`src/rtl/phase_gen_pkg.sv`:
```
// Shared definitions for the multi-phase generator: step sizes, index clamp
// and slip-counter saturation limits.
package phase_gen_pkg;

  typedef enum logic [1:0] {
    STEP_HOLD = 2'd0,
    STEP_NORM = 2'd1,
    STEP_SKIP = 2'd2
  } step_e;

  // Out-of-range load indices collapse onto the last phase.
  function automatic int unsigned clamp_idx(input int unsigned idx, input int unsigned n);
    return (idx >= n) ? (n - 1) : idx;
  endfunction

  function automatic int sat_max(input int unsigned w);
    return (1 << (w - 1)) - 1;
  endfunction

  function automatic int sat_min(input int unsigned w);
    return -(1 << (w - 1));
  endfunction

endpackage

```
`src/rtl/phase_generator_n_if.sv`:
```
// Control/status bundle between the phase detector side and the generator.
interface phase_generator_n_if #(
  parameter int unsigned NUM_PHASES = 16,
  parameter int unsigned IDX_W      = $clog2(NUM_PHASES),
  parameter int unsigned SLIP_W     = 8
);
  logic                     en;
  logic                     up;
  logic                     dn;
  logic                     load;
  logic [IDX_W-1:0]         load_idx;
  logic [NUM_PHASES-1:0]    phase_out;
  logic [IDX_W-1:0]         phase_idx;
  logic                     wrap;
  logic signed [SLIP_W-1:0] slip_cnt;

  modport master (
    output en, up, dn, load, load_idx,
    input  phase_out, phase_idx, wrap, slip_cnt
  );

  modport slave (
    input  en, up, dn, load, load_idx,
    output phase_out, phase_idx, wrap, slip_cnt
  );
endinterface

```
`src/rtl/sat_updown_counter.sv`:
```
// Signed up/down counter that sticks at its limits, with synchronous clear.
module sat_updown_counter
  import phase_gen_pkg::*;
#(
  parameter int unsigned W = 8
) (
  input  logic                clk,
  input  logic                rst,
  input  logic                clr,
  input  logic                inc,
  input  logic                dec,
  output logic signed [W-1:0] cnt
);
  localparam logic signed [W-1:0] CNT_MAX = W'(sat_max(W));
  localparam logic signed [W-1:0] CNT_MIN = W'(sat_min(W));
  localparam logic signed [W-1:0] CNT_ONE = W'(1);

  logic signed [W-1:0] cnt_q, cnt_d;

  // Next count: clear wins, simultaneous inc/dec cancel, limits are sticky.
  always_comb begin
    cnt_d = cnt_q;
    if (clr) begin
      cnt_d = '0;
    end else if (inc && !dec && (cnt_q != CNT_MAX)) begin
      cnt_d = cnt_q + CNT_ONE;
    end else if (dec && !inc && (cnt_q != CNT_MIN)) begin
      cnt_d = cnt_q - CNT_ONE;
    end
  end

  // Count register.
  always_ff @(posedge clk or posedge rst) begin
    if (rst) cnt_q <= '0;
    else     cnt_q <= cnt_d;
  end

  assign cnt = cnt_q;
endmodule

```
`src/rtl/phase_generator_n.sv`:
```
// Parametrised one-hot phase rotator with skip/hold corrections, wrap strobe
// and saturating slip count.
module phase_generator_n
  import phase_gen_pkg::*;
#(
  parameter int unsigned NUM_PHASES = 16,
  parameter int unsigned IDX_W      = $clog2(NUM_PHASES),
  parameter int unsigned SLIP_W     = 8
) (
  input logic               clk,
  input logic               rst,
  phase_generator_n_if.slave bus
);
  localparam logic [IDX_W:0] SUM_N = (IDX_W + 1)'(NUM_PHASES);

  step_e                 step;
  logic [IDX_W:0]        sum;
  logic                  wrap_hit;
  logic [IDX_W-1:0]      idx_next;
  logic [IDX_W-1:0]      idx_ld;
  logic [IDX_W-1:0]      idx_q, idx_d;
  logic                  wrap_q, wrap_d;
  logic [NUM_PHASES-1:0] out_q, out_d;
  logic                  slip_inc, slip_dec;
  logic signed [SLIP_W-1:0] slip_cnt;

  // Step selection and modular add; a single conditional subtract suffices
  // because the step never exceeds 2 and NUM_PHASES is at least 3.
  always_comb begin
    unique case ({bus.up, bus.dn})
      2'b10:   step = STEP_SKIP;
      2'b01:   step = STEP_HOLD;
      default: step = STEP_NORM;
    endcase
    sum      = {1'b0, idx_q} + {{(IDX_W - 1){1'b0}}, step};
    wrap_hit = (sum >= SUM_N);
    idx_next = wrap_hit ? IDX_W'(sum - SUM_N) : sum[IDX_W-1:0];
    idx_ld   = IDX_W'(clamp_idx(32'(bus.load_idx), NUM_PHASES));
  end

  // Next-state: load beats enable; disabled cycles hold and drop the strobe.
  always_comb begin
    idx_d  = idx_q;
    wrap_d = 1'b0;
    if (bus.load) begin
      idx_d = idx_ld;
    end else if (bus.en) begin
      idx_d  = idx_next;
      wrap_d = wrap_hit;
    end
    out_d = NUM_PHASES'(1) << idx_d;
  end

  // Slip counter strobes: only uncancelled corrections on effective steps.
  always_comb begin
    slip_inc = bus.en && !bus.load && bus.up && !bus.dn;
    slip_dec = bus.en && !bus.load && bus.dn && !bus.up;
  end

  // Index, strobe and decoded phase registers.
  always_ff @(posedge clk or posedge rst) begin
    if (rst) begin
      idx_q  <= '0;
      wrap_q <= 1'b0;
      out_q  <= NUM_PHASES'(1);
    end else begin
      idx_q  <= idx_d;
      wrap_q <= wrap_d;
      out_q  <= out_d;
    end
  end

  sat_updown_counter #(
    .W (SLIP_W)
  ) u_slip (
    .clk (clk),
    .rst (rst),
    .clr (bus.load),
    .inc (slip_inc),
    .dec (slip_dec),
    .cnt (slip_cnt)
  );

  assign bus.phase_idx = idx_q;
  assign bus.wrap      = wrap_q;
  assign bus.phase_out = out_q;
  assign bus.slip_cnt  = slip_cnt;
endmodule

```
`src/flat_wrapper.sv`:
```
// flat-port wrapper written by rule: the top's interface ports become plain ports
module phase_generator_n_flat import phase_gen_pkg::*;
#(
  parameter int unsigned NUM_PHASES = 16,
  parameter int unsigned IDX_W      = $clog2(NUM_PHASES),
  parameter int unsigned SLIP_W     = 8
)
  (clk, rst, bus_en, bus_up, bus_dn, bus_load, bus_load_idx, bus_phase_out, bus_phase_idx, bus_wrap, bus_slip_cnt);
  phase_generator_n_if #(.NUM_PHASES(NUM_PHASES), .IDX_W(IDX_W), .SLIP_W(SLIP_W)) bus_i ();
  input logic clk;
  input logic rst;
  input wire logic [$bits(bus_i.en)-1:0] bus_en;
  input wire logic [$bits(bus_i.up)-1:0] bus_up;
  input wire logic [$bits(bus_i.dn)-1:0] bus_dn;
  input wire logic [$bits(bus_i.load)-1:0] bus_load;
  input wire logic [$bits(bus_i.load_idx)-1:0] bus_load_idx;
  output wire logic [$bits(bus_i.phase_out)-1:0] bus_phase_out;
  output wire logic [$bits(bus_i.phase_idx)-1:0] bus_phase_idx;
  output wire logic [$bits(bus_i.wrap)-1:0] bus_wrap;
  output wire logic [$bits(bus_i.slip_cnt)-1:0] bus_slip_cnt;
  assign bus_i.en = bus_en;
  assign bus_i.up = bus_up;
  assign bus_i.dn = bus_dn;
  assign bus_i.load = bus_load;
  assign bus_i.load_idx = bus_load_idx;
  assign bus_phase_out = bus_i.phase_out;
  assign bus_phase_idx = bus_i.phase_idx;
  assign bus_wrap = bus_i.wrap;
  assign bus_slip_cnt = bus_i.slip_cnt;
  phase_generator_n #(.NUM_PHASES(NUM_PHASES), .IDX_W(IDX_W), .SLIP_W(SLIP_W)) u_core (.clk(clk), .rst(rst), .bus(bus_i));
endmodule
```
`config.mk`:
```
export PLATFORM = sky130hd
export DESIGN_NAME = phase_generator_n_flat
export DESIGN_NICKNAME = d
export VERILOG_FILES = /design/src/rtl/phase_gen_pkg.sv /design/src/rtl/phase_generator_n_if.sv /design/src/rtl/sat_updown_counter.sv /design/src/rtl/phase_generator_n.sv /design/src/flat_wrapper.sv
export SDC_FILE = /design/constraint.sdc
export NUM_CORES = 1
export LEC_CHECK = 0
export ABC_CLOCK_PERIOD_IN_PS = 2100
export CORE_MARGIN = 2
export CORE_UTILIZATION = 45
export CTS_CLUSTER_SIZE = 40
export DETAILED_ROUTE_END_ITERATION = 8
export MAX_ROUTING_LAYER = met4
export PLACE_DENSITY = 0.88
export SYNTH_ARGS = -nofsm -noshare
export SYNTH_HDL_FRONTEND = slang
export SYNTH_HIERARCHICAL = 1
export SYNTH_SLANG_ARGS = --single-unit
export TNS_END_PERCENT = 100
```
`constraint.sdc`:
```
create_clock -name clk -period 2.1 [get_ports clk]
set_input_delay 0.21 -clock clk [delete_from_list [all_inputs] [get_ports clk]]
set_output_delay 0.21 -clock clk [all_outputs]
set_load 0.005 [all_outputs]
```
# ---- Word-level counts from Yosys, hierarchy flattened
# Index checks and enable logic that the tools add are counted.
dict set report word_totals {
  input_bits 10
  out_inout_bits 29
  elab_cells 38
  ff_bits 29
}
dict set report op_classes {
  n_lt_le_gt_ge 1
  muxes 9
  shifts 1
  n_eq_ne 4
  n_addsub 4
  n_reduce_logical 15
}
# op count
set op_table {}
lappend op_table {{$mux W8} 3}
lappend op_table {{$ne A8 B8 Y1 const B} 2}
lappend op_table {{$shl A1 B4 Y16 const A} 1}
lappend op_table {{$mux W4} 3}
lappend op_table {{$logic_and A1 B1 Y1} 9}
lappend op_table {{$add A8 B2 Y8 const B} 1}
lappend op_table {{$sub A8 B2 Y8 const B} 1}
lappend op_table {{$add A4 B2 Y5} 1}
lappend op_table {{$ge A5 B5 Y1 const B} 1}
lappend op_table {{$logic_not A1 Y1} 5}
lappend op_table {{$pmux W2 S2} 1}
lappend op_table {{$sub A4 B1 Y4 const B} 1}
lappend op_table {{$reduce_bool A3 Y1} 1}
lappend op_table {{$eq A2 B1 Y1 const B} 1}
lappend op_table {{$eq A2 B2 Y1 const B} 1}
lappend op_table {{$mux W1} 2}

# ---- Logic depth before layout (Yosys ltp)
# Gate-level depths: netlist (run 1).
dict set report depth {
  ltp_word 10
  depth_mapped 12
  ltp_nobuf 11
}

# ---- Cells and area by module
# The synthesis (run 1) kept the hierarchy.
# module area_per_inst_um2 seq_area_each_um2 n_inst cells_each
set by_module_without_submodules {}
lappend by_module_without_submodules {phase_generator_n 959.7 526.8 1 87}
lappend by_module_without_submodules {sat_updown_counter 714.4 200.2 1 78}

# ---- Worst setup path before layout (run 1)
# Ideal clock, no wire load.
dict set report synth_path {
  path_kind {input -> register}
  start {in bus_load}
  end {reg u_core.u_slip.cnt_q[6] (netlist: u_core/u_slip/cnt[6])}
  setup_time_ns 0.103
  path_buffers 1
  arrival_ns 2.327
  slack_ns -0.330
  t_required_ns 1.997
  stages 10
  cell_sequence {buf_4 > nand2b_4 > nor3b_1 > o211ai_2 > ha_1 > nor2b_1 > o31a_1 > o21a_1 > o21a_1 > o41ai_2}
}
dict set report synth_between {
  elab_cells_between_ends 15
  cone_classes {2 x mux; 13 x reduce/logical}
}
# item line_no
set synth_lines {}
lappend synth_lines {{from (decl)} flat_wrapper.sv:15} ;# input wire logic [$bits(bus_i.load)-1:0] bus_load;
lappend synth_lines {{$logic_not A1 Y1 *} phase_generator_n.sv:56} ;# slip_inc = bus.en && !bus.load && bus.up && !bus.dn;
lappend synth_lines {{$logic_and A1 B1 Y1 * (3 in series)} phase_generator_n.sv:56}
lappend synth_lines {{named net u_core.slip_inc} phase_generator_n.sv:24} ;# logic slip_inc, slip_dec;
lappend synth_lines {{$logic_and A1 B1 Y1 or $logic_not A1 Y1 (tied branches)} {sat_updown_counter.sv:25, sat_updown_counter.sv:27}}
lappend synth_lines {{$logic_and A1 B1 Y1 (on tied branches)} {sat_updown_counter.sv:25, sat_updown_counter.sv:27}}
lappend synth_lines {{$mux W8 or $logic_and A1 B1 Y1 (tied branches)} {sat_updown_counter.sv:25, sat_updown_counter.sv:27}}
lappend synth_lines {{$mux W8 or $reduce_bool A3 Y1 (tied branches)} -}
lappend synth_lines {{to (signal assigned)} sat_updown_counter.sv:35} ;# else cnt_q <= cnt_d;
lappend synth_lines {{to (decl)} sat_updown_counter.sv:18} ;# logic signed [W-1:0] cnt_q, cnt_d;
# Mark *: on every way through the listed nets, which the timed path passes. The rest lies on a longest branch.
# A chain may end at the register's enable or synchronous reset.

# ---- Worst setup path after layout (run 1)
dict set report layout_path {
  start {reg u_core.u_slip.cnt_q[7] (netlist: u_core/u_slip/cnt[7])}
  end {reg u_core.u_slip.cnt_q[6] (netlist: u_core/u_slip/cnt[6])}
}
dict set report layout_between {
  elab_chain_cells 4
  elab_cells_between_ends 7
  cone_classes {2 x eq/ne; 2 x mux; 3 x reduce/logical}
}
# item line_no
set layout_lines {}
lappend layout_lines {{$ne A8 B8 Y1} sat_updown_counter.sv:25} ;# end else if (inc && !dec && (cnt_q != CNT_MAX)) begin
lappend layout_lines {{$logic_and A1 B1 Y1} sat_updown_counter.sv:25}
lappend layout_lines {{$mux W8} sat_updown_counter.sv:25}
lappend layout_lines {{$mux W8} sat_updown_counter.sv:23} ;# if (clr) begin
# Several ways; a longest one is shown, not always the timed one.

==> flow_metrics.py, run 1 <==
metrics = {
    "global_routing": {
        "antenna_found_initial": 0,
        "grt_overflow": 0,
        "grt_pass1_wl_mm": 7.07,
        "grt_pass1_vias": 1453,
        "gr-usage-all-layers": 0.230,
        "grt_max_degree": 26,
    },
    "final_layout": {
        "nFillCells": 233,
        "fin_nets": 267,
        "area_growth_pct": 59.4,
        "drive_gt1_frac": 0.332,
        "postLayoutCellArea_mm2": 0.00267,
        "seqCellArea_um2": 727,
        "diodes": 0,
        "multiInputGateArea_mm2": 0.00102,
    },
    "cts": {
        "clkSinkCount": 29,
        "clkLatencyLatePin_ns": 0.29,
        "cts_made_buffers": 5,
        "cts-root-buf": "clkbuf_8",
        "tritoncts": "yes",
        "clockBufferDepth": 2,
        "cts_max_level": 2,
        "clkTransAtPathRegs_ns": 0.07,
    },
    "critical_path": {
        "required_ns": 2.29,
        "r2r-end": "u_core/u_slip/cnt[6]",
        "crit_end": "u_core/u_slip/cnt[6]",
        "startpoint_type": "register",
        "cp_slowest_cell": "dfrtp_1",
        "path_cells": "nand4b_1 -> o211ai_4 -> buf_12 -> ha_4 -> nor2b_4 -> o31a_1 -> o21a_1 -> o21a_1 -> o41ai_2",
        "worstPathMaxFanout": 6,
        "cp-startpoint": "u_core/u_slip/cnt[7]",
        "crit_top_cell": "o21a_1",
        "crit_arrival_ns": 2.54,
        "cp-end-kind": "register",
        "slowest_delay_ns": 0.37,
        "r2r_cells": 9,
        "critical_path_class": "register to register",
        "reg2reg_from": "u_core/u_slip/cnt[7]",
        "r2r_slack_ns": -0.25,
    },
    "hold_path": {
        "hold_path.class": "input port to async pin",
    },
    "sta": {
        "setup_viol": 4,
        "setup_tns_ns": -0.659,
        "skew_ns": 0.0105,
        "max_freq_mhz": 425,
        "finalHoldViolCount": 0,
        "finalCriticalPeriod_ns": 2.35,
        "timing.final.ws_setup_ns": -0.253,
        "rsz0062_at_grt": "true",
        "max-slew-margin-rel": 0.754,
        "slew_viol_final": 0,
        "hold_slack_ns": 0.210,
        "worst_slew_pin_slew_ns": 0.366,
        "period_share": 1.12,
    },
    "synthesis": {
        "synth_seq_area_share": 0.434,
        "yosys.area.top_type": "dfrtp_1",
        "synth_flop_cell": "dfrtp_1",
        "yosys_register_bits": 29,
        "netlist_top_cells_count": "dfrtp_1 (28), nor2_1 (21), nand2_1 (15)",
        "synth-edff-count": 0,
        "synth.top_cell.area_share": 0.419,
        "synth_cell_types": 56,
        "yosysMostFrequentCell": "dfrtp_1",
        "syn_inst": 165,
        "synthTopCellsByArea": "dfrtp_1 (42%), ha_1 (7.5%), nor2_1 (4.7%)",
        "netlist_area_mm2": 0.00167,
        "ys_warn_count": 6,
        "syn_area_per_cell_um2": 10.1,
        "syn_nets": 186,
        "async_flop_share": 1.00,
    },
    "place": {
        "dpl_worst_slack_ns": -0.573,
        "place_area_mm2": 0.00236,
        "place.gp.congestion": 0.850,
        "dp_hpwl_mm": 2.92,
        "port_buffers": 38,
    },
    "floorplan": {
        "ios": 39,
        "rows": 22,
        "die_h_um": 65.0,
        "die_x_um": 65.0,
        "initial_utilization": 0.464,
        "placeableCoreArea_mm2": 0.00361,
        "die_area_mm2": 0.00422,
    },
    "job": {
        "cap_violations": 0,
    },
    "routing": {
        "ant_nets": 0,
        "drt-vias-per-instance": 5.30,
        "vias": 1564,
        "drcViolationCount": 0,
        "drt_iter0_markers": 110,
        "wl_per_cell_um": 15.2,
        "totalWireLength_mm": 4.50,
        "first_pass_iters": 4,
    },
    "outcome": {
        "status": "finished, violations left",
        "violations": "negative setup slack",
    },
    "power": {
        "p_per_area_mw_per_mm2": 973,
        "leakage_nw": 1.22,
        "ir_drop_mv": 0.683,
    },
}
## state kept, by name (all words and copies together) (netlist names)
register,cells
u_core/bus.phase_out,16
u_core/u_slip/cnt,8
u_core/bus.phase_idx,4
u_core/bus.wrap,1
## worst max-delay path: cells and delay by family, from the launching register on
family,cells,cell delay (ns)
DFF,1,0.37
AOI/OAI and AO/OA,5,1.10
buffers and inverters,1,0.16
adders and majority gates,1,0.22
and+or+nand+nor,2,0.40
## layer usage
metal	global-route usage	up-vias	routed length, um
met5	-	-	0
met4	0.0745	0	114
met3	0.0590	14	294
met2	0.381	63	2270
met1	0.274	733	1820
li1	-	754	-
## area by class of cell
cell class / count / area share
clock inverters: 1 / 0.00188
repair buffers: 80 / 0.271
clock buffers: 7 / 0.0361
inverters: 11 / 0.0155
well taps: 48 / 0.0225
multi-input cells: 119 / 0.381
flip-flops and latches: 29 / 0.272
## cells by family after synthesis
group / after synthesis / synth area share
AND/OR/NAND/NOR: 66 / 0.207
multiplexers: 2 / 0.0127
AO/OA/AOI/OAI: 35 / 0.183
adder cells (fa/ha/maj): 11 / 0.0867
buffers and inverters: 18 / 0.0553
flip-flops: 29 / 0.434
XOR/XNOR: 4 / 0.0209
## where the power goes
group	total, mW	switching [mW]	internal [mW]
Sequential	0.702	0.0585	0.643
Clock	0.509	0.213	0.296
Combinational	1.39	0.629	0.758
## layout by cell type, fill, tap and decap left out, types with 2 or more instances in the layout
cell	count
buf_4	40
clkdlybuf4s50_1	34
dfrtp_1	28
nor2_1	21
nand2_1	14
inv_1	10
clkbuf_8	7
ha_4	6
dlymetal6s2s_1	4
nand2b_1	4
ha_1	4
a21oi_2	3
xnor2_1	3
nor3_1	3
o21a_1	3
o211ai_4	2
nand3b_1	2
nor4b_1	2
o31a_1	2
o21ai_2	2
nand3_1	2
o41ai_1	2
nor3b_1	2
a31oi_1	2
nand4_1	2
a21oi_4	2
o31ai_2	2
a21boi_0	2
o41ai_2	2
## per-stage QoR
stage / util / power, mW / instances
after floorplan: - / 1.32 / 165
after global placement: 0.654 / 1.80 / 276
after detailed placement: 0.654 / 1.84 / 276
after CTS: 0.697 / 2.44 / 286
after global routing: 0.740 / 2.76 / 295
final: 0.740 / 2.60 / 295
## how the worst min path moves through the flow
stage                     from                    to  slack (ns)  depth (start not counted)
after detailed placement   rst  u_core/u_slip/cnt[7]        0.54                          2
after global routing       rst  u_core/u_slip/cnt[3]        0.23                          2
after floorplan            rst  u_core/u_slip/cnt[0]        0.03                          1
after CTS                  rst  u_core/u_slip/cnt[5]        0.23                          2
final                      rst  u_core/u_slip/cnt[5]        0.21                          2
after global placement     rst  u_core/u_slip/cnt[7]        0.53                          2
## timing repair
item                                    in CTS  in global routing
hold buffers                                 0                  0
endpoints found under the setup margin       5                 23
gates resized for setup                      8                 13
setup buffers                                1                  9
pin swaps                                    5                  9
gates cloned                                 1                  0
Note: power is estimated with default switching activity, not from simulation.
==> inputs of run 2 (changes only) <==
- CORE_ASPECT_RATIO: default -> 0.5
- GPL_ROUTABILITY_DRIVEN: default -> 0
==> run 2 against run 1 <==
Against the previous run: critical endpoint unchanged; count of clock-buffer cells in the layout down 2; the flow still finishes with violations (negative setup slack); register-to-register slack worse by 0.09 ns; total power down 0.30%; clock skew down 0.0027 ns; critical path depth down 1; non-clock buffer count down 4; critical path type unchanged.
==> flow_metrics.py, run 2 (synthesized netlist as in run 1, its figures left out) <==
metrics = {
    "global_routing": {
        "grt_pass1_wl_mm": 6.88,
        "antenna_found_initial": 0,
        "gr-usage-all-layers": 0.220,
        "grt_max_degree": 26,
        "grt_pass1_vias": 1537,
        "grt_overflow": 0,
    },
    "routing": {
        "totalWireLength_mm": 5.52,
        "drt-vias-per-instance": 5.67,
        "vias": 1666,
        "drcViolationCount": 0,
        "drt_iter0_markers": 109,
        "first_pass_iters": 4,
        "ant_nets": 0,
        "wl_per_cell_um": 18.8,
    },
    "cts": {
        "postCtsHoldBufs": 0,
        "tritoncts": "yes",
        "clkTransAtPathRegs_ns": 0.07,
        "clkSinkCount": 29,
        "clockBufferDepth": 2,
        "cts_max_level": 2,
        "cts-root-buf": "clkbuf_8",
        "cts_made_buffers": 5,
        "clkLatencyLatePin_ns": 0.29,
    },
    "sta": {
        "max_freq_mhz": 410,
        "setup_tns_ns": -1.38,
        "timing.final.ws_setup_ns": -0.342,
        "setup_viol": 5,
        "slew_viol_final": 0,
        "worst_slew_pin_slew_ns": 0.759,
        "skew_ns": 0.00779,
        "max-slew-margin-rel": 0.493,
        "rsz0062_at_grt": "true",
        "period_share": 1.16,
        "finalHoldViolCount": 0,
        "finalCriticalPeriod_ns": 2.44,
    },
    "critical_path": {
        "crit_top_cell": "o21a_1",
        "crit_cells": 8,
        "r2r_cells": 8,
        "path_cells": "nand4b_1 -> o211ai_4 -> ha_4 -> nor2b_4 -> o31a_1 -> o21a_1 -> o21a_1 -> o41ai_2",
        "cp_slowest_cell": "dfrtp_1",
        "critical_path_class": "register to register",
        "startpoint_type": "register",
        "cp-end-kind": "register",
        "cp.buffers_inverters": 0,
        "worstPathMaxFanout": 5,
        "crit_arrival_ns": 2.62,
        "crit_family": "compound AO/OA/AOI/OAI gates",
        "required_ns": 2.28,
        "slowest_delay_ns": 0.38,
    },
    "power": {
        "p_sw_mw": 0.963,
        "p_comb_frac": 0.545,
        "seqPwrFrac": 0.278,
        "swShare": 0.372,
        "clkPwrFrac": 0.177,
        "p_per_area_mw_per_mm2": 965,
        "ir_drop_mv": 0.496,
        "leakage_nw": 1.21,
        "internal-power_mw": 1.63,
    },
    "final_layout": {
        "diodes": 0,
        "fin_nets": 263,
        "area_growth_pct": 60.3,
        "mostFrequentLayoutCells": "clkdlybuf4s50_1 (37), buf_4 (35), dfrtp_1 (28)",
        "layout.cells.non_filler": 294,
        "layout_commonest_cell": "clkdlybuf4s50_1",
        "largest_reg_flops": 16,
        "drive_gt1_frac": 0.354,
    },
    "job": {
        "cap_violations": 0,
    },
    "floorplan": {
        "placeableCoreArea_mm2": 0.00349,
        "die_area_mm2": 0.00425,
        "ios": 39,
        "rows": 15,
        "die_x_um": 90.3,
        "initial_utilization": 0.480,
        "die_h_um": 47.1,
    },
    "place": {
        "dp_hpwl_mm": 2.97,
        "dp.cells": 272,
        "dpl_worst_slack_ns": -0.618,
        "port_buffers": 38,
    },
    "outcome": {
        "violations": "negative setup slack",
        "status": "finished, violations left",
    },
    "hold_path": {
        "hold_path.class": "input port to async pin",
    },
}
## run 2: cell types whose count changed in the layout (fill, tap and decap cells not counted), sizes merged
| cell | before | now |
|---|---|---|
| buf | 42 | 38 |
| dlymetal6s2s | 4 | 0 |
| clkdlybuf4s50 | 34 | 37 |
| clkbuf | 7 | 5 |
| clkinv | 1 | 2 |
| clkinvlp | 0 | 1 |
| dlygate4sd2 | 0 | 1 |
## run 2: final timing paths
path	startpoint	to	slack [ns]
worst max-delay path	u_core/u_slip/cnt[7]	u_core/u_slip/cnt[6]	-0.34
worst min-delay path	rst	u_core/u_slip/cnt[4]	0.25
worst max register to register	u_core/u_slip/cnt[7]	u_core/u_slip/cnt[6]	-0.34
worst min register to register	u_core/u_slip/cnt[5]	u_core/u_slip/cnt[5]	0.67
max in group asynchronous	rst	u_core/bus.phase_out[14]	1.22
min in group clk	bus_en	u_core/bus.phase_idx[3]	0.58
## run 2: power groups by stage
stage / clock (mW) / combinational [mW] / sequential, mW
CTS: 0.450 / 1.21 / 0.698
global placement: 0 / 1.05 / 0.704
global route: 0.480 / 1.49 / 0.727
finish: 0.458 / 1.41 / 0.721
floorplan: 0 / 0.581 / 0.739
detailed placement: 0 / 1.10 / 0.707
## run 2: cell type report
cell class | instances | area (um^2)
multi-input cells | 119 | 1090
repair buffers | 76 | 676
clock buffers | 5 | 68.8
clock inverters | 3 | 17.5
inverters | 11 | 41.3
well taps | 51 | 63.8
fillers | 202 | 807
flip-flops and latches | 29 | 727
## run 2: per-layer routing
metal  share of wire  track usage
met3           0.064       0.0482
met5               0            -
met2            0.50        0.417
met1            0.40        0.237
met4           0.036       0.0923
## run 2: timing repair
item,in CTS,in global routing
pin swaps,10,8
endpoints found under the setup margin,4,20
setup buffers,7,6
cloned,1,0
hold endpoints to repair,0,0
resized for setup,13,19
## run 2: stage by stage
step	total power, mW	util	area, um^2	hold slack [ns]
final	2.59	0.769	2680	0.251
after floorplan	1.32	-	1730	0.0257
after global placement	1.75	0.662	2310	0.517
after CTS	2.36	0.722	2520	0.236
after detailed placement	1.81	0.662	2310	0.531
after global routing	2.69	0.769	2680	0.276
